## src/rtl/i2c_line_filter.sv

```systemverilog
// SCL/SDA input conditioning: per-line synchroniser followed by a programmable
// stable-count glitch filter with registered line levels and glitch pulses.
module i2c_line_filter #(
  parameter int SYNC_STAGES = 2,
  parameter int CNT_WIDTH   = 8
) (
  input  logic                 clk,
  input  logic                 reset,
  input  logic                 scl_in,
  input  logic                 sda_in,
  input  logic                 filter_en,
  input  logic [CNT_WIDTH-1:0] filter_len,
  output logic                 scl_filt,
  output logic                 sda_filt,
  output logic                 scl_glitch,
  output logic                 sda_glitch
);

  localparam int NUM_LINES = 2;  // index 0 = SCL, index 1 = SDA

  typedef logic [CNT_WIDTH-1:0]   cnt_t;
  typedef logic [SYNC_STAGES-1:0] sync_t;

  logic [NUM_LINES-1:0] pin;
  logic [NUM_LINES-1:0] sync_last;
  sync_t                sync_q   [NUM_LINES];
  sync_t                sync_d   [NUM_LINES];
  cnt_t                 cnt_q    [NUM_LINES];
  cnt_t                 cnt_d    [NUM_LINES];
  logic [NUM_LINES-1:0] filt_q,   filt_d;
  logic [NUM_LINES-1:0] glitch_q, glitch_d;
  cnt_t                 len_m1;

  assign pin = {sda_in, scl_in};

  // A zero length behaves as one: accept on the first differing cycle.
  assign len_m1 = (filter_len == '0) ? '0 : filter_len - cnt_t'(1);

  // NOTE: every variable gets its default before any branch so no latch is inferred.
  always_comb begin
    for (int i = 0; i < NUM_LINES; i++) begin
      sync_d[i]    = {sync_q[i][SYNC_STAGES-2:0], pin[i]};
      sync_last[i] = sync_q[i][SYNC_STAGES-1];
      filt_d[i]    = filt_q[i];
      cnt_d[i]     = cnt_q[i];
      glitch_d[i]  = 1'b0;

      if (!filter_en) begin
        filt_d[i] = sync_last[i];
        cnt_d[i]  = '0;
      end else if (sync_last[i] != filt_q[i]) begin
        // >= lets a mid-count drop of filter_len accept the pending level at once.
        if (cnt_q[i] >= len_m1) begin
          filt_d[i] = sync_last[i];
          cnt_d[i]  = '0;
        end else begin
          cnt_d[i] = cnt_q[i] + cnt_t'(1);
        end
      end else if (cnt_q[i] != '0) begin
        cnt_d[i]    = '0;
        glitch_d[i] = 1'b1;
      end
    end
  end

  // NOTE: sequential state uses non-blocking assignments only; the synchroniser
  // is reset to the idle-high bus level so no false edge follows reset release.
  always_ff @(posedge clk) begin
    if (reset) begin
      for (int i = 0; i < NUM_LINES; i++) begin
        sync_q[i] <= '1;
        cnt_q[i]  <= '0;
      end
      filt_q   <= '1;
      glitch_q <= '0;
    end else begin
      for (int i = 0; i < NUM_LINES; i++) begin
        sync_q[i] <= sync_d[i];
        cnt_q[i]  <= cnt_d[i];
      end
      filt_q   <= filt_d;
      glitch_q <= glitch_d;
    end
  end

  assign scl_filt   = filt_q[0];
  assign sda_filt   = filt_q[1];
  assign scl_glitch = glitch_q[0];
  assign sda_glitch = glitch_q[1];

endmodule

```

## config.mk

```make
export PLATFORM = sky130hd
export DESIGN_NAME = i2c_line_filter
export DESIGN_NICKNAME = d
export VERILOG_FILES = /design/src/rtl/i2c_line_filter.sv
export SDC_FILE = /design/constraint.sdc
export NUM_CORES = 1
export LEC_CHECK = 0
export ABC_AREA = 1
export CORE_MARGIN = 2
export CORE_UTILIZATION = 40
export CTS_CLUSTER_DIAMETER = 60
export DETAILED_ROUTE_END_ITERATION = 16
export PLACE_DENSITY = 0.71
export SLEW_MARGIN = 20
export SYNTH_ARGS = -nofsm -noshare
export SYNTH_HDL_FRONTEND = slang
export SYNTH_SLANG_ARGS = --single-unit
```

## constraint.sdc

```tcl
create_clock -name clk -period 2.1 [get_ports clk]
set_clock_uncertainty 0.2 [all_clocks]
set_input_delay 0.21 -clock clk [delete_from_list [all_inputs] [get_ports clk]]
set_output_delay 0.21 -clock clk [all_outputs]
set_load 0.005 [all_outputs]
```

### Yosys cells after proc, flatten, opt, wreduce, memory -nomap -nowiden

Memory sizes are Yosys's and may differ from the RTL's.
Cells that the tools add are included.

| storage, ports and cells | value |
|---|---|
| memories kept | 2 |
| bits in registers | 4 |
| input port bits | 13 |
| bits in writable memories | 20 |

Memory list:

| name | depth | bits a word | read ports | clocked after Yosys merged registers in | wr ports | RTL line | RTL |
|---|---|---|---|---|---|---|---|
| cnt_q | 2 | 8 | 2 | 0 | 2 | 28 | `cnt_t cnt_q [NUM_LINES];` |
| sync_q | 2 | 2 | 2 | 0 | 2 | 26 | `sync_t sync_q [NUM_LINES];` |

| cells by class | value |
|---|---|
| eq/ne operators | 6 |
| reductions and logical operators | 7 |
| bitwise operators | 5 |
| magnitude comparators | 2 |
| mux-type cells | 24 |
| $add $sub $neg | 3 |

Operators by type and width:

| kind | number |
|---|---|
| two-way mux 8 bit | 11 |
| adder 8 x 1 -> 8 bit, second input constant | 2 |
| >= comparator 8 bit | 2 |
| nonzero test 8 bit | 2 |
| two-way mux 1 bit | 11 |
| logical NOT 8 bit | 1 |
| inequality test 2 x 1 -> 1 bit, second input constant | 4 |
| subtractor 8 x 1 -> 8 bit, second input constant | 1 |
| OR reduction 3 bit | 2 |
| two-way mux 2 bit | 2 |
| bitwise OR 1 bit | 4 |
| AND reduction 2 bit | 2 |
| inequality test 1 bit | 2 |
| inverter 1 bit | 1 |

### Depth between registers and ports, before layout

| depth | value |
|---|---|
| depth in word-level cells | 7 |
| depth in mapped cells | 17 |
| gate-level depth less buffers | 17 |

### Worst setup path after synthesis

No wires, ideal clock.

| timing path | value |
|---|---|
| kind | in2reg |
| start | in filter_len[0] |
| end | mem cnt_q[0][2] (netlist name) |
| arrival | 1.912 ns |
| setup time | 0.080 ns |
| path buffers | 0 |
| required time | 1.820 ns |
| stages on the path | 15 |
| setup slack | -0.092 ns |
| path through | inv_1 ha_1 nand2_1 inv_1 nand4_2 inv_1 or2_2 ha_1 nand2_1 nor2_1 nor2_1 nand2_1 nand2_1 nand3_2 nor3b_1 |

RTL lines:

| what | RTL line | RTL |
|---|---|---|
| start: declaration | 12 | `input logic [CNT_WIDTH-1:0] filter_len,` |
| end: declaration | 28 |  |

==> reports/qor_table.md <==
| Quantity | Reported |
| --- | --- |
| Run status | complete, no violations |
| Layout-stage area growth over the synthesis result | 39.7% |
| Clock tree from TritonCTS | yes |
| Total number of vias | 1,550 |
| Worst-path maximum fanout | 7 |
| CTS Root Cell | clkbuf_8 |
| Number of antenna violations at the first check in global routing | 0 |
| Height of the die | 68.0 um |
| Final worst hold slack | 220 ps |
| Iter 0 DRT Violations | 45 |
| CTS Buf Count | 3 |
| Synth async-reset ratio | 0% |
| Critical path buffer and inverter count | 4 |
| Final Util | 57.7% |
| Number of warning messages in the yosys log | 0 |
| DRT antenna net count | 0 |
| Period utilisation layout | 92.3% |
| Arrival time reported for the critical path endpoint | 1930 ps |
| All-Layer GR Usage | 17.2% |
| Count of cell types in the netlist | 26 |
| Starting utilization of the core area | 41.3% |
| Mapped Nets | 259 |
| Maximum buffer depth of the clock tree | 2 |
| Overall power after layout | 988 uW |
| Ratio of cells with drive above 1 in the final layout | 31.5% |
| Top_reg_cell synth | dfxtp_1 |
| Drt pass-1 iters | 4 |
| Number of flops mapped to enable cells by yosys | 0 |
| Cell chain of the critical path | clkbuf_2 -> buf_6 -> nor2_4 -> nand2_4 -> inv_4 -> nand4_4 -> buf_4 -> nand3_4 -> ha_4 -> a21o_2 -> nor2_4 -> nand3_4 -> nor3b_2 |
| Class of the tightest hold or removal check | reg -> reg |
| Row count | 23 |
| Number of violations of the max-capacitance limit | 0 |
| Number of DRC violations after detailed routing | 0 |
| Clock tree sinks | 24 |
| Slew Viols, Final | 0 |
| Delay of the slowest critical-path stage | 210 ps |
| Final setup fails | 0 |
| Synthesized cell area | 1640 um^2 |
| Tightest slew margin relative to the limit | 78.8% |
| Seq/Total Area, Yosys | 29.3% |
| Number of hold violations in the final report | 0 |
| Worst-Margin Slew | 317 ps |
| Via count of the first global-routing pass | 1,414 |
| Drt via density | 5.00 |
| Peak supply drop | 0.000380 V |
| Antenna Diode Count | 0 |
| Worst-skew pair later-pin latency | 260 ps |
| Required time of the worst setup path | 2100 ps |
| Port-buffer cells | 16 |
| Hold bufs inserted after CTS | 0 |
| Wire length of the first global-routing pass | 6.00 mm |
| Post-place setup slack | -674 ps |
| IO Pins | 17 |
| Critical-path cell with the highest stage delay | ha_4 |
| Top delay family on crit path | simple AND/OR/NAND/NOR gates |
| Clock transition at the register clock pins on the worst setup and hold paths after CTS | 80 ps |
| Endpoint class of the critical path | flop |
| Horizontal extent of the die | 68.0 um |
| H-tree depth | 1 |
| DPL Wire Length | 2.67 mm |
| Number of storage elements in the synthesis netlist | 24 |
| Top achievable clock speed | 516 MHz |
| Sum of routed wire length over all layers | 3.64 mm |
| Pwr dens | 432 nW/um^2 |
| Largest net degree at the start of global routing | 14 |
| WL per Instance | 11.7 um |
| Placeable core region | 3970 um^2 |
| Gr ovfl total | 0 |
| Fillcell total | 357 |
| Syn Inst Count | 225 |
| Die Outline Area | 4630 um^2 |
| Setup repair after global routing missed its margin | no |
| Startpoint Class | primary input |
| Mean post-synth cell area | 7.28 um^2 |
| Final worst setup slack | 162 ps |
| Leakage | 0.968 nW |
| Minimum clock period after layout | 1940 ps |
| Final Wtd Congestion | 0.831 |
| Kind of critical path | in -> reg |
| Net count reported at finish | 295 |
[per-stage QoR]
| stage | cells | TNS, ps | cell area (um^2) |
|---|---|---|---|
| CTS | 309 | 0 | 2230 |
| global route | 310 | 0 | 2290 |
| finish | 310 | 0 | 2290 |
| floorplan | 225 | -11.0 | 1670 |
| detailed placement | 303 | -11470 | 1980 |
| global placement | 303 | -10840 | 1980 |
[synth_stat cells (3+ instances only)]
master	n	area, um^2
a21oi_1	8	40.0
dfxtp_1	24	480
ha_1	21	263
inv_1	32	120
nand2_1	50	188
nand3_1	16	80.1
nand4_1	5	31.3
nor2_1	20	75.1
nor3_1	14	70.1
o21ai_0	5	25.0
or2_2	6	37.5
xnor2_1	3	26.3
xor2_1	7	61.3
[path summary, 6_finish.rpt]
check / start / to / slack [ps] / cells after the start
worst max-delay path: filter_len[2] / cnt_q[0][2] / 160 / 13
worst min-delay path: sync_q[0][2] / sync_q[0][3] / 220 / 1
worst max register to register: cnt_q[0][0] / cnt_q[0][2] / 380 / 9
worst min register to register: sync_q[0][2] / sync_q[0][3] / 220 / 1
[state kept, by name, indices dropped and copies added, names as in the netlist]
name / flops
glitch_q: 2
filt_q: 2
cnt_q: 16
sync_q: 4
[where the power goes]
group,switching (mW),internal [mW],total [mW]
Clock,0.140,0.167,0.308
Combinational,0.112,0.0989,0.211
Sequential,0.00661,0.463,0.470
Total,0.259,0.730,0.988
[worst reg2reg max path: stages, from the launching register on]
cell and delay (ps):
dfxtp_1 380, inv_1 90, ha_1 300, nand2_1 70, nor2_1 40, nor2_1 80, nand2_1 70, nand2_2 110
nand3_4 150, nor3b_2 170
[routing by layer]
| metal | GRT usage [%] | wire (um) | share of wire [%] | vias up |
|---|---|---|---|---|
| met3 | 1.64 | 148 | 4.1 | 7 |
| met2 | 30.7 | 1780 | 49 | 35 |
| met5 | 0 | 0 | 0 | - |
| li1 | - | - | - | 803 |
| met4 | 6.75 | 72 | 2.0 | 0 |
| met1 | 21.2 | 1640 | 45 | 705 |
[cell usage in the layout, fill, tap and decap left out, types with 5 or more instances in the layout]
cell,count
inv_1,27
xor2_1,7
ha_1,12
nor2_1,17
nand2_2,7
dfxtp_1,24
nor3_1,7
nand2_1,42
nand4_1,5
a21oi_1,6
nor3_2,9
clkdlybuf4s50_1,8
ha_4,9
buf_4,14
nand3_1,13
[logic make-up after synthesis]
group | Yosys count | share of synthesized area, %
simple gates | 121 | 35.7
buf+inv | 33 | 7.63
flops | 24 | 29.3
fa+ha+maj | 21 | 16.0
compound gates | 15 | 4.96
xor+xnor | 11 | 6.34
[cell type report]
type / count / area (um^2) / share of cell area, %
Timing Repair Buffer: 32 / 265 / 11.6
Sequential cell: 24 / 480 / 21.0
Inverter: 32 / 123 / 5.36
Clock buffer: 4 / 55.1 / 2.40
Tap cell: 50 / 62.6 / 2.73
Multi-Input combinational cell: 168 / 1300 / 56.9
[what timing repair did]
item | 4_1_cts | 5_1_grt
resized for setup | 42 | 27
buffers inserted | 2 | 1
endpoints found under the setup margin | 18 | 18
pin swaps | 25 | 16
Power figures use the tool's default switching activity.
